==> src/rtl/acc_pkg.sv <==
// acc_pkg: shared state encoding and sizing helper for the block accumulator
package acc_pkg;
   localparam logic [0:0] ACCUM = 1'b0;
   localparam logic [0:0] HOLD  = 1'b1;
   function automatic int clog2(input int v);
      int r;
      r = 0;
      while ((1 << r) < v) r++;
      return r;
   endfunction
endpackage

==> src/rtl/sat_adder.sv <==
// sat_adder: unsigned add of a narrow addend into a running sum, clamped to all-ones
module sat_adder #(
   parameter int A_W = 8,
   parameter int S_W = 12
) (
   input  logic [S_W-1:0] sum_i,
   input  logic [A_W-1:0] addend_i,
   output logic [S_W-1:0] sum_o,
   output logic           sat_o
);
   localparam int W = (A_W > S_W ? A_W : S_W) + 1;
   logic [W-1:0] full;
   assign full  = W'(sum_i) + W'(addend_i);
   assign sat_o = |full[W-1:S_W];
   assign sum_o = sat_o ? '1 : full[S_W-1:0];
endmodule

==> src/rtl/block_accumulator.sv <==
// block_accumulator: sums BLOCK_LEN samples per result, holding each result until accepted
module block_accumulator
   import acc_pkg::*;
#(
   parameter int DATA_W    = 8,
   parameter int BLOCK_LEN = 16,
   parameter int SUM_W     = 12
) (
   input  logic              clk,
   input  logic              rst,
   input  logic              clear,
   input  logic              in_valid,
   input  logic [DATA_W-1:0] in_data,
   output logic              in_ready,
   output logic              out_valid,
   output logic [SUM_W-1:0]  out_sum,
   output logic              out_sat,
   input  logic              out_ready
);
   localparam int CNT_W = clog2(BLOCK_LEN) + 1;
   localparam logic [CNT_W-1:0] LAST = CNT_W'(BLOCK_LEN - 1);
   logic [0:0]       state_q, state_d;
   logic [SUM_W-1:0] sum_q, sum_d, out_sum_q, out_sum_d, add_sum;
   logic [CNT_W-1:0] cnt_q, cnt_d;
   logic             sat_q, sat_d, out_valid_q, out_valid_d, out_sat_q, out_sat_d, add_sat;
   sat_adder #(.A_W(DATA_W), .S_W(SUM_W)) u_add (
      .sum_i(sum_q), .addend_i(in_data), .sum_o(add_sum), .sat_o(add_sat)
   );
   assign in_ready = state_q == ACCUM;
   // HOLD has two phases: load the output registers, then wait for the consumer
   always_comb begin
      state_d     = state_q;
      sum_d       = sum_q;
      cnt_d       = cnt_q;
      sat_d       = sat_q;
      out_valid_d = out_valid_q;
      out_sum_d   = out_sum_q;
      out_sat_d   = out_sat_q;
      if (clear) begin
         state_d     = ACCUM;
         sum_d       = '0;
         cnt_d       = '0;
         sat_d       = 1'b0;
         out_valid_d = 1'b0;
      end else if (in_ready && in_valid) begin
         sum_d   = add_sum;
         sat_d   = sat_q | add_sat;
         cnt_d   = cnt_q == LAST ? '0 : cnt_q + CNT_W'(1);
         state_d = cnt_q == LAST ? HOLD : ACCUM;
      end else if (state_q == HOLD && !out_valid_q) begin
         out_valid_d = 1'b1;
         out_sum_d   = sum_q;
         out_sat_d   = sat_q;
      end else if (state_q == HOLD && out_ready) begin
         state_d     = ACCUM;
         sum_d       = '0;
         cnt_d       = '0;
         sat_d       = 1'b0;
         out_valid_d = 1'b0;
      end
   end
   always_ff @(posedge clk) begin
      if (rst) begin
         state_q     <= ACCUM;
         sum_q       <= '0;
         cnt_q       <= '0;
         sat_q       <= 1'b0;
         out_valid_q <= 1'b0;
         out_sum_q   <= '0;
         out_sat_q   <= 1'b0;
      end else begin
         state_q     <= state_d;
         sum_q       <= sum_d;
         cnt_q       <= cnt_d;
         sat_q       <= sat_d;
         out_valid_q <= out_valid_d;
         out_sum_q   <= out_sum_d;
         out_sat_q   <= out_sat_d;
      end
   end
   assign out_valid = out_valid_q;
   assign out_sum   = out_sum_q;
   assign out_sat   = out_sat_q;
endmodule

==> config.mk <==
export PLATFORM = sky130hd
export DESIGN_NAME = block_accumulator
export DESIGN_NICKNAME = d
export VERILOG_FILES = /design/src/rtl/acc_pkg.sv /design/src/rtl/sat_adder.sv /design/src/rtl/block_accumulator.sv
export SDC_FILE = /design/constraint.sdc
export NUM_CORES = 1
export LEC_CHECK = 0
export CORE_MARGIN = 2
export CORE_UTILIZATION = 52
export CTS_CLUSTER_SIZE = 10
export DETAILED_ROUTE_END_ITERATION = 16
export PLACE_DENSITY = 0.78
export SLEW_MARGIN = 10
export SYNTH_ARGS = -nofsm -noshare
export SYNTH_HDL_FRONTEND = slang
export SYNTH_SLANG_ARGS = --single-unit
==> constraint.sdc <==
create_clock -name clk -period 2.5 [get_ports clk]
set_input_delay 0.5 -clock clk [delete_from_list [all_inputs] [get_ports clk]]
set_output_delay 0.5 -clock clk [all_outputs]
set_load 0.02 [all_outputs]
==> impl_metrics.env, run 1 <==
export IMPL_whs_path_depth=2
export IMPL_min_period_ns=2.34
export IMPL_vdd_ir_drop_max_v=0.000413
export IMPL_nets=251
export IMPL_cp_cell_sequence="clkdlybuf4s50_1 > ha_1 > fa_1 > a211oi_2 > o211ai_1 > nand4_1 > nor2_1 > a221o_1"
export IMPL_grt_total_usage_pct=23.9
export IMPL_synthFlopType="dfxtp_1"
export IMPL_worst_pin_slew_ns=0.445
export IMPL_netlist_area_mm2=0.00165
export IMPL_synth_distinct_cells=43
export IMPL_root_buffer="clkbuf_4"
export IMPL_synth_simple_area_share_pct=24.1
export IMPL_diodes=0
export IMPL_r2r_end="sum_q[1]"
export IMPL_cap_violations=0
export IMPL_syn_num_nets=216
export IMPL_r2r_start="sum_q[0]"
export IMPL_place_area_mm2=0.00199
export IMPL_place_gp_congestion=0.806
export IMPL_htreeDepth=2
export IMPL_ys_seq_elements=33
export IMPL_synth_top_area_cell="dfxtp_1"
export IMPL_post_place_ws_ns=-0.291
export IMPL_rsz0062_at_grt="false"
export IMPL_ff2ff_path_depth=7
export IMPL_dieArea_mm2=0.00364
export IMPL_max_stage_delay_ns=0.41
export IMPL_netlist_instances=193
export IMPL_startpoint_type="primary input"
export IMPL_die_h_um=60.3
export IMPL_die_w_um=60.3
export IMPL_core_mm2=0.00303
export IMPL_crit_path_max_fanout=6
export IMPL_dp_hpwl_um=2960
export IMPL_synth_top_family_by_area="simple AND/OR/NAND/NOR gates"
export IMPL_final_hold_viol_count=0
export IMPL_grt_pass1_wl_um=6490
export IMPL_leakagePower_nw=0.787
export IMPL_min_period_over_period_pct=93.4
export IMPL_synthMuxAreaShare_pct=0
export IMPL_max_clock_freq_ghz=0.428
export IMPL_min_from="out_sum[5]"
export IMPL_drcViolationCount=0
export IMPL_final_util_pct=68.6
export IMPL_max_clock_path_buffers=2
export IMPL_vias=1538
export IMPL_worst_setup_path_end_kind="flop"
export IMPL_clock_sinks=33
export IMPL_clock_skew_ns=0.0120
export IMPL_power_density_mw_per_mm2=519
export IMPL_status="complete, no violations"
export IMPL_slew_violations=0
export IMPL_min_to="out_sum[5]"
export IMPL_grt_remaining_overflow=0
export IMPL_synth_xor_area_share_pct=3.18
export IMPL_antenna_found_initial=0
export IMPL_area_growth_synth_to_final_pct=25.8
export IMPL_worst_slack_ns=0.164
export IMPL_drive_gt1_share_pct=7.86
export IMPL_drt_wl_total_um=3740
export IMPL_power_mw=1.08
export IMPL_hold_class="flop to flop"
export IMPL_critPathLaunch="in_data[0]"
export IMPL_grt_max_degree=15
export IMPL_pin_count=28
export IMPL_cts_tree="built"
export IMPL_io_buffers=27
export IMPL_synth_most_common_cell="nand2_1"
export IMPL_start_util_pct=54.5
export IMPL_synthAdderAreaFrac_pct=8.04
export IMPL_required_ns=2.71
export IMPL_yosys_top_cells_area="dfxtp_1 (40%), nand2_1 (8.9%), a21oi_1 (7.3%)"
export IMPL_ys_warn_count=0
export IMPL_synth_sequential_area_ratio_pct=40.0
export IMPL_vias_per_cell=5.63
export IMPL_clock_latency_ns=0.33
export IMPL_ant_nets=0
export IMPL_first_global_vias=1539
export IMPL_wl_per_cell_um=13.7
export IMPL_setup_viol=0
export IMPL_avgSynthCellArea_um2=8.55
export IMPL_fin_area_mm2=0.00208
export IMPL_maxSlewHeadroom_pct=70.3
export IMPL_rows=20
export IMPL_async_flop_share_pct=0
export IMPL_synthTopCellsByCount="nand2_1 (39), dfxtp_1 (33), a21oi_1 (24), nor2_1 (15), ha_1 (9)"
export IMPL_critPathArrivalTime_ns=2.55
export IMPL_clk_pin_slew_ns=0.10
export IMPL_synth_edff_count=0
export IMPL_path_class="primary input to flop"
export IMPL_synth_compound_area_share_pct=21.6
export IMPL_drtPass1Iterations=4
export IMPL_cts_made_buffers=5
export IMPL_crit_slowest_cell="clkdlybuf4s50_1"
export IMPL_nFillCells=268
export IMPL_netlist_area_leader_share_pct=40.0
export IMPL_drtIter0Drc=55
export IMPL_rrSetupSlack_ns=0.41
-- timing repair --
item / 4_1_cts / 5_1_grt
hold buffers: 0 / 0
resized for setup: 0 / 1
setup buffers: 0 / 0
endpoints found under the setup margin: 0 / 9
-- worst max-delay path: cells and delay by family --
family	cells	cell delay [ns]
AND/OR/NAND/NOR	2	0.26
buffers and inverters	1	0.41
AO/OA/AOI/OAI	3	0.73
adder cells (fa/ha/maj)	2	0.64
-- cells by family after synthesis --
logic type,Yosys count
compound gates,53
xor+xnor,6
fa+ha+maj,10
buf+inv,9
flops,33
simple gates,82
-- cells in the final DEF (no fill, tap or decap), types with 3 or more instances in the layout --
cell / count
a21oi_1: 24
a221o_1: 4
and3_1: 6
buf_4: 6
clkbuf_4: 5
clkdlybuf4s50_1: 27
dfxtp_1: 33
ha_1: 9
inv_1: 4
nand2_1: 39
nand2b_1: 3
nand3_1: 3
nor2_1: 15
nor3_1: 3
o211ai_1: 5
o21ai_0: 3
or3_1: 3
xnor2_1: 4
-- flip-flops by register name (all words and copies together) (netlist names) --
| signal | flops |
|---|---|
| cnt_q | 5 |
| sat_q | 1 |
| sum_q | 12 |
| out_sat | 1 |
| out_sum | 12 |
| state_q | 1 |
| out_valid | 1 |
-- report_power, final --
| part | switching (mW) | total (mW) | leakage (nW) | internal, mW |
|---|---|---|---|---|
| logic | 0.0636 | 0.122 | 0.475 | 0.0583 |
| clock network | 0.176 | 0.414 | 0.0455 | 0.239 |
| registers | 0.00801 | 0.540 | 0.267 | 0.532 |
-- worst max-delay path by stage --
stage / to / slack (ns)
4_1_cts: sum_q[1] / 0.04
6_report: sum_q[1] / 0.16
2_1_floorplan: sum_q[0] / 0.35
5_1_grt: sum_q[11] / 0.02
3_5_place_dp: sum_q[3] / -0.29
3_3_place_gp: sum_q[0] / -0.16
-- area by class of cell --
class / instances / area (um2) / area share [%]
clock inverter: 1 / 30.0 / 1.45
sequential: 33 / 661 / 31.8
timing repair buffer: 33 / 315 / 15.2
clock buffer: 7 / 55.1 / 2.65
multi-input combinational: 151 / 945 / 45.5
tap: 44 / 55.1 / 2.65
inverter: 4 / 15.0 / 0.723
-- stage by stage --
| stage | hold slack (ns) | std cells | setup TNS [ns] |
|---|---|---|---|
| after floorplan | 0.426 | 193 | 0 |
| after global placement | 0.448 | 265 | -1.47 |
| after detailed placement | 0.448 | 265 | -2.92 |
| after CTS | 0.462 | 273 | 0 |
| after global routing | 0.488 | 273 | 0 |
| final | 0.458 | 273 | 0 |
-- routing by layer --
| layer | track usage, % | routed length (um) | up-vias |
|---|---|---|---|
| met1 | 26.9 | 1610 | 732 |
| li1 | - | - | 764 |
| met4 | 12.1 | 97 | 0 |
| met3 | 5.97 | 127 | 10 |
| met5 | 0 | 0 | - |
| met2 | 41.8 | 1910 | 32 |
Note: power is estimated with default switching activity, not from simulation.
==> run 2, diff against run 1 <==
--- a/config.mk
+++ b/config.mk
@@ -5,7 +5,6 @@
 export SDC_FILE = /design/constraint.sdc
 export NUM_CORES = 1
 export LEC_CHECK = 0
-export CORE_MARGIN = 2
 export CORE_UTILIZATION = 52
 export CTS_CLUSTER_SIZE = 10
 export DETAILED_ROUTE_END_ITERATION = 16
==> run 2 against run 1 <==
  * Wire length is 1.1% lower
  * Clock power is 1% higher
  * Sequential share of layout area is the same
  * Clock skew shrank 0.0012 ns
  * Largest power group unchanged
  * Critical path depth stayed put
==> impl_metrics.env, run 2 (synthesis gave the netlist of run 1 again) <==
export IMPL_r2r_end="sum_q[11]"
export IMPL_setup_tns_final_ns=0
export IMPL_crit_path_max_fanout=6
export IMPL_grt_pass1_wl_um=6230
export IMPL_htreeDepth=2
export IMPL_antenna_found_initial=0
export IMPL_min_to="out_sum[2]"
export IMPL_max_stage_delay_ns=0.41
export IMPL_wl_per_cell_um=13.6
export IMPL_clock_latency_ns=0.34
export IMPL_grt_remaining_overflow=0
export IMPL_status="complete, no violations"
export IMPL_min_period_ns=2.32
export IMPL_cts_tree="built"
export IMPL_drcViolationCount=0
export IMPL_setup_viol=0
export IMPL_die_h_um=58.3
export IMPL_path_class="primary input to flop"
export IMPL_path_buf_inv=1
export IMPL_place_gp_congestion=0.784
export IMPL_most_common_layout_cells="nand2_1 (39), dfxtp_1 (33), clkdlybuf4s50_1 (27)"
export IMPL_critPathTopFamily="compound AO/OA/AOI/OAI gates"
export IMPL_final_common_cell="nand2_1"
export IMPL_vdd_ir_drop_max_v=0.000369
export IMPL_maxSlewHeadroom_pct=72.0
export IMPL_clock_skew_ns=0.0108
export IMPL_first_global_vias=1425
export IMPL_startpoint_type="primary input"
export IMPL_r2r_start="sum_q[0]"
export IMPL_drtIter0Drc=57
export IMPL_holdBufCountCts=0
export IMPL_min_period_over_period_pct=93.0
export IMPL_clock_sinks=33
export IMPL_hold_class="flop to flop"
export IMPL_pin_count=28
export IMPL_cts_made_buffers=5
export IMPL_nets=251
export IMPL_crit_slowest_cell="clkdlybuf4s50_1"
export IMPL_final_hold_viol_count=0
export IMPL_rrSetupSlack_ns=0.41
export IMPL_start_util_pct=54.5
export IMPL_worst_setup_path_end_kind="flop"
export IMPL_max_clock_freq_ghz=0.430
export IMPL_wl_met3_um=163
export IMPL_ff2ff_path_depth=7
export IMPL_slew_violations=0
export IMPL_root_buffer="clkbuf_4"
export IMPL_drt_wl_total_um=3700
export IMPL_die_w_um=58.3
export IMPL_grt_total_usage_pct=24.4
export IMPL_drtPass1Iterations=4
export IMPL_path_depth=8
export IMPL_drive_gt1_share_pct=7.86
export IMPL_critPathArrivalTime_ns=2.56
export IMPL_dieArea_mm2=0.00340
export IMPL_clk_pin_slew_ns=0.10
export IMPL_grt_max_degree=15
export IMPL_cap_violations=0
export IMPL_vias_per_cell=5.64
export IMPL_cp_cell_sequence="clkdlybuf4s50_1 > ha_1 > fa_1 > a211oi_2 > o211ai_1 > nand2_1 > a41oi_1 > o22a_1"
export IMPL_leakagePower_nw=0.788
export IMPL_min_from="out_sum[2]"
export IMPL_rsz0062_at_grt="false"
export IMPL_drt_met1_wl_um=1590
export IMPL_final_util_pct=68.6
export IMPL_dp_hpwl_um=2870
export IMPL_rows=20
export IMPL_highest_layer="met4"
export IMPL_worst_pin_slew_ns=0.420
export IMPL_io_buffers=27
export IMPL_ant_nets=0
export IMPL_post_cts_setup_buffers=0
export IMPL_core_mm2=0.00303
export IMPL_whs_path_depth=2
export IMPL_required_ns=2.74
export IMPL_power_density_mw_per_mm2=520
export IMPL_vias=1540
export IMPL_diodes=0
export IMPL_area_growth_synth_to_final_pct=25.8
export IMPL_met2_length_um=1860
export IMPL_max_clock_path_buffers=2
-- run 2: cell counts in the layout (fill, tap and decap cells not counted) --
No cell type changed its count.
-- run 2: power by group --
| part | internal, mW | switching, mW | total [mW] |
|---|---|---|---|
| clock network | 0.239 | 0.180 | 0.419 |
| logic | 0.0578 | 0.0637 | 0.122 |
| registers | 0.532 | 0.00780 | 0.540 |
| total | 0.829 | 0.252 | 1.08 |
-- run 2: repair_timing --
action / 4_1_cts / 5_1_grt
setup endpoints to repair: 0 / 1
resized for setup: 0 / 1
hold endpoints to repair: 0 / 0
-- run 2: per-stage QoR --
step	instance area (um2)	setup slack (ns)	cells	power, mW	hold slack [ns]
2_1_floorplan	1650	0.353	193	0.628	0.426
3_3_place_gp	1990	-0.160	265	0.667	0.447
5_1_grt	2080	0.106	273	1.12	0.479
3_5_place_dp	1990	-0.220	265	0.672	0.449
4_1_cts	2070	0.134	273	1.09	0.463
6_report	2080	0.175	273	1.08	0.459
-- run 2: layout make-up --
| class | count | area, um2 |
|---|---|---|
| clock buffers | 7 | 55.1 |
| clock inverters | 1 | 30.0 |
| fillers | 256 | 952 |
| inverters | 4 | 15.0 |
| multi-input cells | 151 | 945 |
| flip-flops and latches | 33 | 661 |
| well taps | 44 | 55.1 |
| repair buffers | 33 | 315 |
-- run 2: how the worst max path moves through the flow --
stage / slack, ns / end / start
final: 0.18 / sum_q[11] / in_data[0]
after global routing: 0.11 / sum_q[11] / in_data[0]
after CTS: 0.13 / sum_q[11] / in_data[0]
after detailed placement: -0.22 / sum_q[11] / in_data[0]
after global placement: -0.16 / sum_q[0] / in_data[0]
after floorplan: 0.35 / sum_q[0] / in_data[0]
-- run 2: metal layers --
layer	track usage, %	vias to the layer above
li1	-	769
met1	28.7	720
met2	42.2	44
met3	5.49	7
met4	11.2	0
met5	0	-
-- run 2: worst min-delay path, stage by stage, from the launching register on --
cell	delay [ns]
dfxtp_1	0.32
nand2_1	0.05
a21oi_1	0.05
